[config.mk]
export PLATFORM = sky130hd
export DESIGN_NAME = gxor_arb_par_flat
export DESIGN_NICKNAME = d
export VERILOG_FILES = /design/src/rtl/gxor_arb_par_if.sv /design/src/rtl/gxor_arb_par.sv /design/src/flat_wrapper.sv
export SDC_FILE = /design/constraint.sdc
export NUM_CORES = 1
export LEC_CHECK = 0
export ABC_AREA = 1
export CAP_MARGIN = 20
export CORE_MARGIN = 2
export CORE_UTILIZATION = 53
export CTS_CLUSTER_DIAMETER = 40
export DETAILED_ROUTE_END_ITERATION = 7
export HOLD_SLACK_MARGIN = 0.12
export MAX_ROUTING_LAYER = met4
export PLACE_DENSITY = 0.83
export SYNTH_ARGS = -nofsm -noshare
export SYNTH_HDL_FRONTEND = slang
export SYNTH_HIERARCHICAL = 1
export SYNTH_SLANG_ARGS = --single-unit
[constraint.sdc]
create_clock -name clk -period 3.71 [get_ports clk]
set_clock_uncertainty 0.15 [all_clocks]
set_input_delay 0.5565 -clock clk [delete_from_list [all_inputs] [get_ports clk]]
set_output_delay 0.5565 -clock clk [all_outputs]
set_load 0.05 [all_outputs]
[src/rtl/gxor_arb_par_if.sv]
// Client-side bus of the shared-XOR parity engine: two request/data pairs in,
// grants and the sticky result out.
interface gxor_arb_par_if #(parameter int W = 8);
  logic         req0, req1;
  logic [W-1:0] data0, data1;
  logic         gnt0, gnt1;
  logic         busy, done, done_id, parity;

  modport slave (
    input  req0, req1, data0, data1,
    output gnt0, gnt1, busy, done, done_id, parity
  );
  modport master (
    output req0, req1, data0, data1,
    input  gnt0, gnt1, busy, done, done_id, parity
  );
endinterface

[src/rtl/gxor_arb_par.sv]
// Two-client round-robin arbiter time-sharing one gxor gate to reduce a word to
// parity, LSB first, one bit per clock. GXOR_ARB_ODD_EN selects odd parity.
module gxor (
  input  logic a,
  input  logic b,
  output logic y
);
  assign y = a ^ b;
endmodule

module gxor_arb_par #(parameter int W = 8) (
  input  logic           clk,
  input  logic           rst,
  gxor_arb_par_if.slave  bus
);
  localparam int CW = (W > 1) ? $clog2(W) : 1;

  typedef enum logic [1:0] {IDLE, RUN, DONE} state_t;

  state_t        state_q, state_d;
  logic [W-1:0]  shreg_q, shreg_d;
  logic [CW-1:0] cnt_q, cnt_d;
  logic          acc_q, acc_d;
  logic          last_q, last_d;
  logic          gnt0_q, gnt0_d, gnt1_q, gnt1_d;
  logic          done_q, done_d, done_id_q, done_id_d, parity_q, parity_d;
  logic          y, win;

  gxor u_gxor (.a(acc_q), .b(shreg_q[0]), .y(y));

  // Tie goes to whoever was not served last; otherwise the lone requester wins.
  assign win = (bus.req0 && bus.req1) ? ~last_q : bus.req1;

  always_comb begin
    state_d   = state_q;
    shreg_d   = shreg_q;
    cnt_d     = cnt_q;
    acc_d     = acc_q;
    last_d    = last_q;
    gnt0_d    = 1'b0;
    gnt1_d    = 1'b0;
    done_d    = 1'b0;
    done_id_d = done_id_q;
    parity_d  = parity_q;
    case (state_q)
      IDLE: if (bus.req0 || bus.req1) begin
        shreg_d = win ? bus.data1 : bus.data0;
        acc_d   = 1'b0;
        cnt_d   = '0;
        last_d  = win;
        gnt0_d  = ~win;
        gnt1_d  = win;
        state_d = RUN;
      end
      RUN: begin
        acc_d   = y;
        shreg_d = shreg_q >> 1;
        cnt_d   = cnt_q + CW'(1);
        if (cnt_q == CW'(W-1)) begin
`ifdef GXOR_ARB_ODD_EN
          parity_d = ~y;
`else
          parity_d = y;
`endif
          done_d    = 1'b1;
          done_id_d = last_q;
          state_d   = DONE;
        end
      end
      DONE:    state_d = IDLE;
      default: state_d = IDLE;
    endcase
  end

  always_ff @(posedge clk) begin
    if (rst) begin
      state_q   <= IDLE;
      shreg_q   <= '0;
      cnt_q     <= '0;
      acc_q     <= 1'b0;
      last_q    <= 1'b1;
      gnt0_q    <= 1'b0;
      gnt1_q    <= 1'b0;
      done_q    <= 1'b0;
      done_id_q <= 1'b0;
      parity_q  <= 1'b0;
    end else begin
      state_q   <= state_d;
      shreg_q   <= shreg_d;
      cnt_q     <= cnt_d;
      acc_q     <= acc_d;
      last_q    <= last_d;
      gnt0_q    <= gnt0_d;
      gnt1_q    <= gnt1_d;
      done_q    <= done_d;
      done_id_q <= done_id_d;
      parity_q  <= parity_d;
    end
  end

  assign bus.gnt0    = gnt0_q;
  assign bus.gnt1    = gnt1_q;
  assign bus.busy    = (state_q == RUN) || (state_q == DONE);
  assign bus.done    = done_q;
  assign bus.done_id = done_id_q;
  assign bus.parity  = parity_q;
endmodule

[src/flat_wrapper.sv]
// flat-port wrapper written by rule: the top's interface ports become plain ports
module gxor_arb_par_flat 
#(parameter int W = 8)
  (clk, rst, bus_req0, bus_req1, bus_data0, bus_data1, bus_gnt0, bus_gnt1, bus_busy, bus_done, bus_done_id, bus_parity);
  gxor_arb_par_if #(.W(W)) bus_i ();
  input  logic clk;
  input  logic rst;
  input wire logic [$bits(bus_i.req0)-1:0] bus_req0;
  input wire logic [$bits(bus_i.req1)-1:0] bus_req1;
  input wire logic [$bits(bus_i.data0)-1:0] bus_data0;
  input wire logic [$bits(bus_i.data1)-1:0] bus_data1;
  output wire logic [$bits(bus_i.gnt0)-1:0] bus_gnt0;
  output wire logic [$bits(bus_i.gnt1)-1:0] bus_gnt1;
  output wire logic [$bits(bus_i.busy)-1:0] bus_busy;
  output wire logic [$bits(bus_i.done)-1:0] bus_done;
  output wire logic [$bits(bus_i.done_id)-1:0] bus_done_id;
  output wire logic [$bits(bus_i.parity)-1:0] bus_parity;
  assign bus_i.req0 = bus_req0;
  assign bus_i.req1 = bus_req1;
  assign bus_i.data0 = bus_data0;
  assign bus_i.data1 = bus_data1;
  assign bus_gnt0 = bus_i.gnt0;
  assign bus_gnt1 = bus_i.gnt1;
  assign bus_busy = bus_i.busy;
  assign bus_done = bus_i.done;
  assign bus_done_id = bus_i.done_id;
  assign bus_parity = bus_i.parity;
  gxor_arb_par #(.W(W)) u_core (.clk(clk), .rst(rst), .bus(bus_i));
endmodule
==> run summary <==
RUN STATUS
----------------------------------------------------------------------------------
Outcome                                                               finished, final reports clean

PLACE
----------------------------------------------------------------------------------
Buffers added on ports                                                          25
Hpwl dp                                                                    1840 µm
Instance count after placement with tap cells included                         221
Worst slack, placed                                                        1.48 ns
Routability-driven placement congestion ratio                                0.855

CLOCK NETWORK
----------------------------------------------------------------------------------
CTS buffer count                                                                 3
Clock tree root buffer cell                                           sky130_fd_sc_hd__clkbuf_4
Depth of the CTS H-tree                                                          1
Clock latency of the later-clocked register in the worst-skew pair         0.30 ns
Longest Clk Path Bufs                                                            2
Count of buffers added by post-CTS timing repair for setup                       0
Count of cells resized by post-cts repair                                        0
Quantity of hold-fixing buffers added after cts                                  0
CTS tree                                                                      done
Sinks on the clock net                                                          20
Clk pin slew, worst setup/hold paths                                       0.10 ns

YOSYS
----------------------------------------------------------------------------------
Cell area after technology mapping                                        1160 µm²
Post-synthesis sequential area ratio                                         34.5%
Syn Nets                                                                       197
Synth Instances                                                                172
Most frequent cell after synthesis                                    sky130_fd_sc_hd__nand2_1
Distinct cell type count of the synthesized netlist                             22
Area fraction of the dominant cell type after synthesis                      34.5%
Post-synthesis async set-or-reset flop share                                    0%
Main area contributors after synthesis                                sky130_fd_sc_hd__dfxtp_1, sky130_fd_sc_hd__nand2_1, sky130_fd_sc_hd__inv_1
Most common library cells after synthesis                             sky130_fd_sc_hd__nand2_1, sky130_fd_sc_hd__inv_1, sky130_fd_sc_hd__nor2_1, sky130_fd_sc_hd__dfxtp_1, sky130_fd_sc_hd__nand3_1
Average size of a mapped cell                                             6.74 µm²
Area leader, netlist                                                  sky130_fd_sc_hd__dfxtp_1
Primary flip-flop cell chosen by synthesis mapping                    sky130_fd_sc_hd__dfxtp_1
Yosys synthesis warning count                                                    6
Number of enable flip-flop cells after synthesis                                 0
Number of synthesized register bits                                             20

STA
----------------------------------------------------------------------------------
Max-Slew Margin vs Limit                                                     67.1%
Max Transition Viols Final                                                       0
Endpoints failing setup                                                          0
Maximum frequency from static timing analysis                              398 MHz
PnR worst setup slack                                                      1.20 ns
Slew at the pin closest to its max-slew limit                             0.492 ns
Final clock period utilization by the worst path                             67.7%
Unrepaired setup endpoints after global routing                              false
Sum of negative setup slack                                                   0 ns
Endpoints failing hold                                                           0
Post-layout minimum cycle time                                             2.51 ns

DRT
----------------------------------------------------------------------------------
Residual DRC                                                                     0
Via/cell ratio                                                                4.90
Post-route ant nets                                                              0
1st-pass router iterations                                                       4
Initial DRC Count                                                               33
Vias                                                                          1102
Detailed-route wire length                                                 2280 µm
Wire length per cell after detailed routing                                10.1 µm

GRT
----------------------------------------------------------------------------------
Overflow after GRT                                                               0
Largest net degree at the start of global routing                               12
Antenna violations before repair                                                 0
GRT Overall Usage                                                            21.8%
Wire length of the first global-routing pass                               4180 µm
Number of global-route vias before repair                                     1042

FLOORPLAN
----------------------------------------------------------------------------------
Die Y                                                                      50.8 µm
Core area                                                                 2020 µm²
Die Width                                                                  50.8 µm
I/O pin count                                                                   26
Initial standard-cell utilization of the core                                57.4%
Rows                                                                            16
Area of the die                                                           2580 µm²

FINISH
----------------------------------------------------------------------------------
FF/Latch Area                                                              400 µm²
Filler cell count                                                              181
Count of antenna diodes in the layout                                            0
Net count of the finished layout                                               224
Synthesis-to-layout area growth                                              26.0%
Multi-input gate area                                                      611 µm²
Non-filler cells, final                                                        225
Share of final-layout standard cells stronger than drive strength 1          10.1%

WORST SETUP PATH
----------------------------------------------------------------------------------
Worst Path Arrival                                                         1.80 ns
Classification of the worst setup path                                  reg -> out
Crit start category                                                           flop
Cell-by-cell trace of the critical path                               inv_1, ha_1, clkdlybuf4s50_1
Largest driver fanout on the critical path                                       4
Critical path's slowest cell                                          sky130_fd_sc_hd__clkdlybuf4s50_1
Critical path required time                                                3.00 ns
Largest stage delay, worst path                                            0.79 ns
Setup crit end kind                                                    output port

WORST HOLD PATH
----------------------------------------------------------------------------------
Min-Delay Path Class                                                    reg -> reg

PWR
----------------------------------------------------------------------------------
Maximum ir drop on the vdd rail                                           0.701 mV
Static Leakage                                                            0.750 nW
Areal power density over the cells                                      655 nW/µm²

JOB
----------------------------------------------------------------------------------
Number of maximum-capacitance constraint violations                              0

-- cell usage in the layout, fill, tap and decap left out --
cell type                         count
sky130_fd_sc_hd__a21oi_1              7
sky130_fd_sc_hd__a21oi_2              3
sky130_fd_sc_hd__clkbuf_4             3
sky130_fd_sc_hd__clkbuf_8             1
sky130_fd_sc_hd__clkdlybuf4s50_1     25
sky130_fd_sc_hd__dfxtp_1             20
sky130_fd_sc_hd__ha_1                 5
sky130_fd_sc_hd__inv_1               30
sky130_fd_sc_hd__inv_2                3
sky130_fd_sc_hd__inv_4                1
sky130_fd_sc_hd__nand2_1             41
sky130_fd_sc_hd__nand2_2              3
sky130_fd_sc_hd__nand2_4              1
sky130_fd_sc_hd__nand3_1             15
sky130_fd_sc_hd__nand3_2              1
sky130_fd_sc_hd__nand3_4              1
sky130_fd_sc_hd__nand3b_1             4
sky130_fd_sc_hd__nor2_1              26
sky130_fd_sc_hd__nor2_4               1
sky130_fd_sc_hd__nor2_8               1
sky130_fd_sc_hd__o21ai_0              4
sky130_fd_sc_hd__o21ai_1              1
sky130_fd_sc_hd__o21ai_4              1
-- cell families after synthesis --
family / count (synthesis) / share of synthesized area, %
simple gates: 94 / 38.4
buf+inv: 37 / 12.8
flops: 20 / 34.5
compound gates: 16 / 8.85
fa+ha+maj: 5 / 5.39
-- layer usage --
metal | up-vias | global-route usage, % | share of wire (%)
li1 | 575 | - | -
met1 | 491 | 24.7 | 43
met2 | 32 | 39.3 | 51
met3 | 4 | 6.25 | 5.1
met4 | 0 | 2.25 | 0.83
met5 | - | - | 0
-- flip-flops by register name, indices dropped and copies added, names as in the netlist --
| name | count |
|---|---|
| u_core/bus.done | 1 |
| u_core/acc_q | 1 |
| u_core/shreg_q | 8 |
| u_core/bus.gnt0 | 1 |
| u_core/state_q | 2 |
| u_core/bus.done_id | 1 |
| u_core/last_q | 1 |
| u_core/bus.gnt1 | 1 |
| u_core/cnt_q | 3 |
| u_core/bus.parity | 1 |
-- report_power, final --
group / switching [mW] / internal, mW
Combinational: 0.329 / 0.190
Sequential: 0.0361 / 0.278
Clock: 0.0639 / 0.0599
Total: 0.429 / 0.528
-- through the flow --
step	area [µm²]	hold WS, ns	total power [mW]	utilization (%)
after floorplan	1160	0.294	0.729	-
after global placement	1430	0.307	0.821	70.5
after detailed placement	1430	0.312	0.833	70.5
after CTS	1460	0.328	0.963	72.3
after global routing	1460	0.358	1.04	72.3
final	1460	0.327	0.957	72.3
-- path summary, 6_finish.rpt --
check               startpoint  slack (ns)                end  cells after the start
min reg2reg  u_core/shreg_q[7]        0.33  u_core/shreg_q[7]                      2
min          u_core/shreg_q[7]        0.33  u_core/shreg_q[7]                      2
max reg2reg  u_core/state_q[1]        1.90  u_core/state_q[0]                      6
max          u_core/state_q[0]        1.20           bus_busy                      3
-- cell type report --
cell class / count / share of cell area (%)
multi-input cells: 115 / 41.8
flip-flops and latches: 20 / 27.4
repair buffers: 25 / 17.1
inverters: 34 / 8.90
clock buffers: 4 / 2.48
well taps: 27 / 2.31
-- critical path: cells and delay by family, from the launching register on --
| kind | cells | cell delay (ns) |
|---|---|---|
| buffers and inverters | 2 | 0.85 |
| DFF | 1 | 0.39 |
| adders and majority gates | 1 | 0.27 |
No activity file was read; power rests on OpenSTA's default activity.
